## config.mk

```make
export PLATFORM = sky130hd
export DESIGN_NAME = lemming_dig_arbiter
export DESIGN_NICKNAME = d
export VERILOG_FILES = /design/src/rtl/lemming_dig_arbiter.sv
export SDC_FILE = /design/constraint.sdc
export NUM_CORES = 1
export LEC_CHECK = 0
export ABC_AREA = 0
export CAP_MARGIN = 20
export CORE_MARGIN = 2
export CORE_UTILIZATION = 47
export CTS_CLUSTER_DIAMETER = 150
export DETAILED_ROUTE_END_ITERATION = 16
export PLACE_DENSITY = 0.78
export SLEW_MARGIN = 30
export SYNTH_ARGS = -nofsm -noshare
export SYNTH_HDL_FRONTEND = slang
export SYNTH_SLANG_ARGS = --single-unit
```

## constraint.sdc

```tcl
create_clock -name clk -period 3.9 [get_ports clk]
set_input_delay 0.78 -clock clk [delete_from_list [all_inputs] [get_ports clk]]
set_output_delay 0.78 -clock clk [all_outputs]
set_load 0.02 [all_outputs]
```

## src/rtl/lemming_dig_arbiter.sv

```systemverilog
// Single-shovel dig arbiter for four lemming FSMs.
// Round-robin grant, accept/timeout handshake, then a fixed two-cycle cooldown.
module lemming_dig_arbiter (
  input  logic       clk,
  input  logic       rst,
  input  logic [3:0] req,
  input  logic [3:0] digging,
  output logic [3:0] dig,
  output logic [1:0] gnt_id,
  output logic       busy,
  output logic       timeout,
  output logic [7:0] dig_count
);

  typedef enum logic [1:0] {StIdle, StGrant, StDig, StCool} state_e;

  state_e     state_q, state_d;
  logic [1:0] ptr_q, ptr_d;
  logic [1:0] timer_q, timer_d;
  logic [3:0] dig_q, dig_d;
  logic [1:0] gnt_id_q, gnt_id_d;
  logic       timeout_q, timeout_d;
  logic [7:0] count_q, count_d;

  logic       win_found;
  logic [1:0] win_id;
  logic [1:0] idx;

  // Search starts at ptr and wraps, so no index has fixed priority.
  always_comb begin
    win_found = 1'b0;
    win_id    = ptr_q;
    idx       = ptr_q;
    for (int i = 0; i < 4; i++) begin
      idx = ptr_q + 2'(i);
      if (!win_found && req[idx]) begin
        win_found = 1'b1;
        win_id    = idx;
      end
    end
  end

  always_comb begin
    state_d   = state_q;
    ptr_d     = ptr_q;
    timer_d   = timer_q;
    dig_d     = dig_q;
    gnt_id_d  = gnt_id_q;
    timeout_d = 1'b0;
    count_d   = count_q;
    case (state_q)
      StIdle: begin
        if (win_found) begin
          dig_d    = 4'b0001 << win_id;
          gnt_id_d = win_id;
          timer_d  = 2'd0;
          state_d  = StGrant;
        end
      end
      StGrant: begin
        if (digging[gnt_id_q]) begin
          dig_d   = 4'b0000;
          state_d = StDig;
        end else if (timer_q == 2'd2) begin
          dig_d     = 4'b0000;
          timeout_d = 1'b1;
          ptr_d     = gnt_id_q + 2'd1;
          timer_d   = 2'd0;
          state_d   = StCool;
        end else begin
          timer_d = timer_q + 2'd1;
        end
      end
      StDig: begin
        if (!digging[gnt_id_q]) begin
          if (count_q != 8'hff) count_d = count_q + 8'd1;
          ptr_d   = gnt_id_q + 2'd1;
          timer_d = 2'd0;
          state_d = StCool;
        end
      end
      StCool: begin
        // Timer reused to count the two cooldown cycles.
        if (timer_q == 2'd1) begin
          timer_d = 2'd0;
          state_d = StIdle;
        end else begin
          timer_d = timer_q + 2'd1;
        end
      end
      default: state_d = StIdle;
    endcase
  end

  always_ff @(posedge clk or posedge rst) begin
    if (rst) begin
      state_q   <= StIdle;
      ptr_q     <= 2'd0;
      timer_q   <= 2'd0;
      dig_q     <= 4'b0000;
      gnt_id_q  <= 2'd0;
      timeout_q <= 1'b0;
      count_q   <= 8'd0;
    end else begin
      state_q   <= state_d;
      ptr_q     <= ptr_d;
      timer_q   <= timer_d;
      dig_q     <= dig_d;
      gnt_id_q  <= gnt_id_d;
      timeout_q <= timeout_d;
      count_q   <= count_d;
    end
  end

  assign dig       = dig_q;
  assign gnt_id    = gnt_id_q;
  assign busy      = (state_q != StIdle);
  assign timeout   = timeout_q;
  assign dig_count = count_q;

endmodule

```

==> results of run 1 <==
[state kept, by name (all words and copies together), names as in the netlist]
name / flops
gnt_id: 2
timer_q: 2
dig: 4
state_q: 2
timeout: 1
ptr_q: 2
dig_count: 8
[worst reg2reg max path, stage by stage (launching register included)]
cell and delay [ns]:
dfrtp_1 0.52, mux4_2 0.63, a31oi_4 0.30, nand2_4 0.09
mux2_4 0.30
[kinds of logic (layout without fill, tap and decap cells)]
family	after synthesis	count (layout)	synth area share [%]
simple gates	39	39	17.19
buf+inv	11	38	3.929
compound gates	27	27	16.60
xor+xnor	8	8	5.501
mux	10	10	9.626
fa+ha+maj	6	6	5.894
flops	21	21	41.26
[worst paths after layout]
check                           cells past startpoint           end
worst max-delay path                                4          busy
worst min-delay path                                1  dig_count[6]
worst max register to register                      4  dig_count[1]
worst min register to register                      1  dig_count[6]
max in group asynchronous                           2    timer_q[0]
min in group asynchronous                           2  dig_count[5]
[per-layer routing]
metal  wire [µm]  track usage, %
met1        1229           23.52
met5           0               0
met4          50           8.163
met2        1305           30.92
met3         139           3.721
[layout by cell type, fill, tap and decap left out, drive strengths merged]
master         instances
clkdlybuf4s50         25
dfrtp                 21
inv                    9
o31ai                  9
nand2                  8
xnor2                  7
ha                     6
nor2                   5
mux2                   5
nor2b                  4
mux2i                  4
o21ai                  4
nand4                  4
clkbuf                 4
nand2b                 3
nor3                   3
or4                    2
a21oi                  2
o22a                   2
nand3                  2
and3                   2
or3                    1
a211oi                 1
o21a                   1
a221o                  1
o22ai                  1
nor4                   1
mux4                   1
or2                    1
a22oi                  1
a32o                   1
xor2                   1
o2111ai                1
and4                   1
and2                   1
a31oi                  1
o41ai                  1
nor3b                  1
a221oi                 1
[synthesized netlist by cell type]
master,n
nand4_1,4
nor3_1,3
ha_1,6
or3_1,1
mux2_4,1
nand3_1,2
and4_1,1
nor4_1,1
nand2_4,1
nor2b_1,4
or4_1,2
o22a_1,2
a22oi_1,1
xor2_1,1
o2111ai_1,1
nor2_1,5
mux2_2,4
mux2i_1,4
dfrtp_1,21
a211oi_1,1
a21oi_1,2
o41ai_1,1
a221o_1,1
and3_1,2
inv_1,9
mux4_2,1
o21a_1,1
o22ai_1,1
xnor2_1,7
o31ai_1,9
a31oi_4,1
and2_1,1
a32o_1,1
a221oi_1,1
o21ai_0,4
nand2_1,7
buf_6,1
nand2b_1,3
nor3b_1,1
or2_2,1
buf_2,1
[metrics by stage]
step | hold slack, ns | cells | power, mW | utilization, %
after CTS | 0.5216 | 179 | 1.160 | 62.30
after global placement | 0.4875 | 175 | 1.027 | 61.26
after detailed placement | 0.5019 | 175 | 1.056 | 61.26
final | 0.5218 | 179 | 1.155 | 62.30
after floorplan | 0.4968 | 122 | 0.8524 | -
after global routing | 0.5465 | 179 | 1.248 | 62.30
[where the power goes]
part / total, mW / switching [mW] / internal [mW]
Clock: 0.103 / 0.0629 / 0.0397
Sequential: 0.395 / 0.0972 / 0.298
Combinational: 0.657 / 0.344 / 0.313
Total: 1.16 / 0.504 / 0.651
[final cells by class]
type / count / area, µm²
tap: 30 / 37.54
multi-input combinational: 90 / 698.2
fill: 214 / 950.9
inverter: 9 / 33.78
sequential: 21 / 525.5
clock buffer: 4 / 26.28
timing repair buffer: 25 / 250.2
==> run summary, run 1 <==
Bufs on Longest Clock Path: 2
CP Max Fanout: 5
routed via count: 1,058
status: finished clean
HP Start: dig_count[6]
Congestion Overflow GR: 0
Crit path arrival time: 1.79 ns
CP max-delay cell: clkdlybuf4s50_1
PortBufs: 25
Netlist cell types: 41
clock latency at the later pin of the worst-skew pair: 0.30 ns
CP Launch Point: state_q[0]
Yosys reg bits: 21
CP max stage delay: 0.60 ns
Routed Wire Length: 2724 µm
Worst Slack Setup Final: 1.325 ns
CTS Sinks: 21
max-slew violation count: 0
CTS Root Cell: clkbuf_4
post-CTS setup buffer count: 0
first drt pass iteration count: 4
IO Count: 26
Post-CTS Hold Fix Bufs: 0
Power per Cell Area: 735.3 nW/µm²
cell taking the most area after synthesis: dfrtp_1
nets: 166
Final setup viols: 0
fmax: 388.4 MHz
placed cell areas: 1545 µm²
Min-Delay Path Class: reg2reg
Mean Syn Cell Area: 10.44 µm²
Relative slew margins: 47.25%
Hold Violations, Final: 0
post-route setup TNS: 0 ns
RSZ-0062 raised after global routing: false
CTS tree: yes
Worst-Margin Slew: 0.7903 ns
Die X: 56.06 µm
Clock Skew: 0.01164 ns
Clk pin slew, worst setup/hold paths: 0.12 ns
DP Worst Slack: 1.218 ns
antenna violations before repair: 0
Reg2Reg Setup Slack: 1.96 ns
gr usage total: 18.67%
Total Die Area: 3143 µm²
TritonCTS buffer count: 3
Final ANT Viol Nets: 0
Worst Path Buf+Inv: 3
Worst path top cell family by delay: buffers and inverters
H-tree depth: 1
Synth-to-Final Area Change: 23.38%
first-pass GRT wire length: 4712 µm
CP Launch Type: flop
min cycle time layout: 2.575 ns
Iteration-0 DRC Markers: 39
Final Cell Area: 1572 µm²
critical-path cell list: inv_1 > ha_1 > inv_1 > clkdlybuf4s50_1
Vias/cell: 5.911
post-cts sizing count: 0
synthesized net count: 138
Max Cap Viol: 0
Yosys top cell area share: 41.26%
largest net degree at the start of global routing: 22
peak supply drop: 0.0004832 V
routed len/inst: 15.22 µm
synth warn: 0
Worst EP required: 3.12 ns
DIE HEIGHT: 56.06 µm
drt drc: 0
reg-to-reg startpoint: gnt_id[0]
Core Box Area: 2522 µm²
Core Rows: 18
vias in the first global route: 1,060
crit end category: output port
Final Cycle Share: 66.03%
post-synthesis sequential area ratio: 41.26%
CP Class: reg2out
crit-path most repeated cell: inv_1
# diodes: 0
Synth area leaders: dfrtp_1 (41%), ha_1 (5.9%), o31ai_1 (5.3%)
mapped cell area: 1274 µm²
Routability Congestion: 0.8393
starting density of the core: 50.50%
Cells after Synth: 122
fraction of layout cells with a size suffix above 1: 8.054%
static leakage: 0.6712 nW
DP HPWL: 2110 µm
(Power assumes the default switching activity.)
==> run 2, diff against run 1 <==
- CORE_UTILIZATION: 47 -> 45
- clock period: 3.9 -> 2.1 ns (I/O delays scaled with it)
==> run 2 against run 1 <==
  * Design area up 7.9%
  * Hold slack worse by 0.074 ns
  * Sequential share of layout area down 2.4 points
  * Clock skew down 0.0066 ns
==> run summary, run 2 (synthesis gave the netlist of run 1 again) <==
status: finished clean
Worst Path Buf+Inv: 3 (unchanged)
DP HPWL: 2288 µm (+8.4%)
TritonCTS buffer count: 3 (unchanged)
CP Class: reg2out
CP Launch Type: flop
# diodes: 0 (unchanged)
Fin Hold WS: 0.4473 ns (-0.07447 ns)
grt met2 use: 34.32% (+3.4 points)
H-tree depth: 1 (unchanged)
largest net degree at the start of global routing: 22 (unchanged)
starting density of the core: 46.59% (-3.9 points)
PortBufs: 25 (unchanged)
fill cell count: 231 (+7.9%)
Max Cap Viol: 0 (unchanged)
max-slew violation count: 0 (unchanged)
Congestion Overflow GR: 0 (unchanged)
routed len/inst: 14.80 µm (-2.7%)
Final Power: 2.273 mW (+97%)
first drt pass iteration count: 4 (unchanged)
placed cell areas: 1667 µm² (+7.9%)
crit-path most repeated cell: inv_1
fraction of layout cells with a size suffix above 1: 17.58% (+9.5 points)
Iteration-0 DRC Markers: 27 (-31%)
crit end category: output port
routed via count: 1,081 (+2.2%)
most frequent cells in the layout: clkdlybuf4s50_1 (24), dfrtp_1 (21), buf_4 (16)
critical-path cell list: inv_1 > ha_1 > inv_1 > dlygate4sd2_1
RSZ-0062 raised after global routing: false
DIE HEIGHT: 57.20 µm (+2.0%)
Bufs on Longest Clock Path: 2 (unchanged)
CP Max Fanout: 5 (unchanged)
Crit path arrival time: 1.55 ns (-0.24 ns)
antenna violations before repair: 0 (unchanged)
met1 global-route usage: 24.45% (+0.93 points)
Clock Skew: 0.005013 ns (-0.006625 ns)
post-cts sizing count: 1 (+1)
CTS Root Cell: clkbuf_4
final non-filler cell total: 196 (+9.5%)
Largest register FFs: 8 (unchanged)
DP Worst Slack: -0.08924 ns (-1.307 ns)
CP Depth: 4 (unchanged)
Total Die Area: 3272 µm² (+4.1%)
nets: 182 (+9.6%)
Worst-Margin Slew: 0.3780 ns (-0.4123 ns)
CP max-delay cell: dfrtp_1
Hold Violations, Final: 0 (unchanged)
static leakage: 0.7484 nW (+11%)
gr usage total: 19.18% (+0.51 points)
clock latency at the later pin of the worst-skew pair: 0.30 ns (about the same)
GR Util met3: 2.948% (-0.77 points)
CTS tree: yes
Final Util: 62.01% (-0.29 points)
Power per Cell Area: 1341 nW/µm² (+82%)
Min-Delay Path Class: in2async
Final ANT Viol Nets: 0 (unchanged)
area taken by multi-input logic gates: 698.2 µm² (unchanged)
drt drc: 0 (unchanged)
Post-CTS Hold Fix Bufs: 0 (unchanged)
reg-to-reg startpoint: state_q[1]
Clk pin slew, worst setup/hold paths: 0.12 ns (about the same)
Worst path top cell family by delay: buffers and inverters
Storage cell area: 525.5 µm² (unchanged)
Reg2Reg Setup Slack: 0.18 ns (-1.78 ns)
Most Used Layer, Global Route: met2
Critical R2R Capture: state_q[1]
Worst R2R Path Depth: 6 (+2)
Worst Slack Setup Final: 0.1297 ns (-1.195 ns)
Routed Wire Length: 2901 µm (+6.5%)
Final setup viols: 0 (unchanged)
Die X: 57.20 µm (+2.0%)
Core Box Area: 2734 µm² (+8.4%)
DP Cell Count: 192 (+9.7%)
post-route setup TNS: 0 ns (unchanged)
CTS Sinks: 21 (unchanged)
Core Rows: 19 (+1)
Worst EP required: 1.68 ns (-1.44 ns)
Final Cycle Share: 93.82%
post-CTS setup buffer count: 0 (unchanged)
peak supply drop: 0.001153 V (+140%)
vias in the first global route: 1,114 (+5.1%)
commonest non-fill, non-tap cell in the layout: clkdlybuf4s50_1
fmax: 507.5 MHz
Synth-to-Final Area Change: 33.10%
IO Count: 26 (unchanged)
Routability Congestion: 0.8601 (+2.5%)
first-pass GRT wire length: 4954 µm (+5.1%)
Vias/cell: 5.515 (-6.7%)
CP max stage delay: 0.43 ns (-0.17 ns)
min cycle time layout: 1.970 ns
Final Cell Area: 1695 µm² (+7.9%)
Relative slew margins: 74.64% (+27 points)
run 2: cell types whose count changed in the layout (fill, tap and decap cells not counted):
cell             previous run  this run
clkdlybuf4s50_1            25        24
clkbuf_1                    1         0
dlygate4sd2_1               0         1
clkinvlp_4                  0         1
buf_4                       0        16
run 2: layer usage:
metal  vias to the layer above  part of all wire, %
li1                        538                    -
met1                       522                   46
met2                        19                   50
met3                         2                  3.5
met4                         0                 0.48
met5                         -                    0
run 2: worst max-delay path by stage:
stage	startpoint	endpoint	slack (ns)
after floorplan	gnt_id[0]	dig_count[1]	0.21
after global placement	req[2]	dig[3]	-0.05
after detailed placement	req[0]	dig[3]	-0.09
after CTS	state_q[0]	busy	0.11
after global routing	state_q[0]	busy	0.03
final	state_q[0]	busy	0.13
run 2: layout make-up:
| type | instances | area share [%] |
|---|---|---|
| clock buffers | 3 | 1.328 |
| clock inverters | 1 | 0.4428 |
| inverters | 9 | 1.993 |
| multi-input cells | 90 | 41.18 |
| flip-flops and latches | 21 | 31.00 |
| well taps | 31 | 2.288 |
| repair buffers | 41 | 21.77 |
run 2: power breakdown:
| group | internal, mW | switching (mW) |
|---|---|---|
| Clock | 0.0723 | 0.124 |
| Combinational | 0.678 | 0.679 |
| Sequential | 0.554 | 0.166 |
| Total | 1.30 | 0.969 |
run 2: worst min-delay path, cell delays in order:
cell and delay (ns):
clkdlybuf4s50_1 0.39, inv_1 0.06, buf_4 0.27
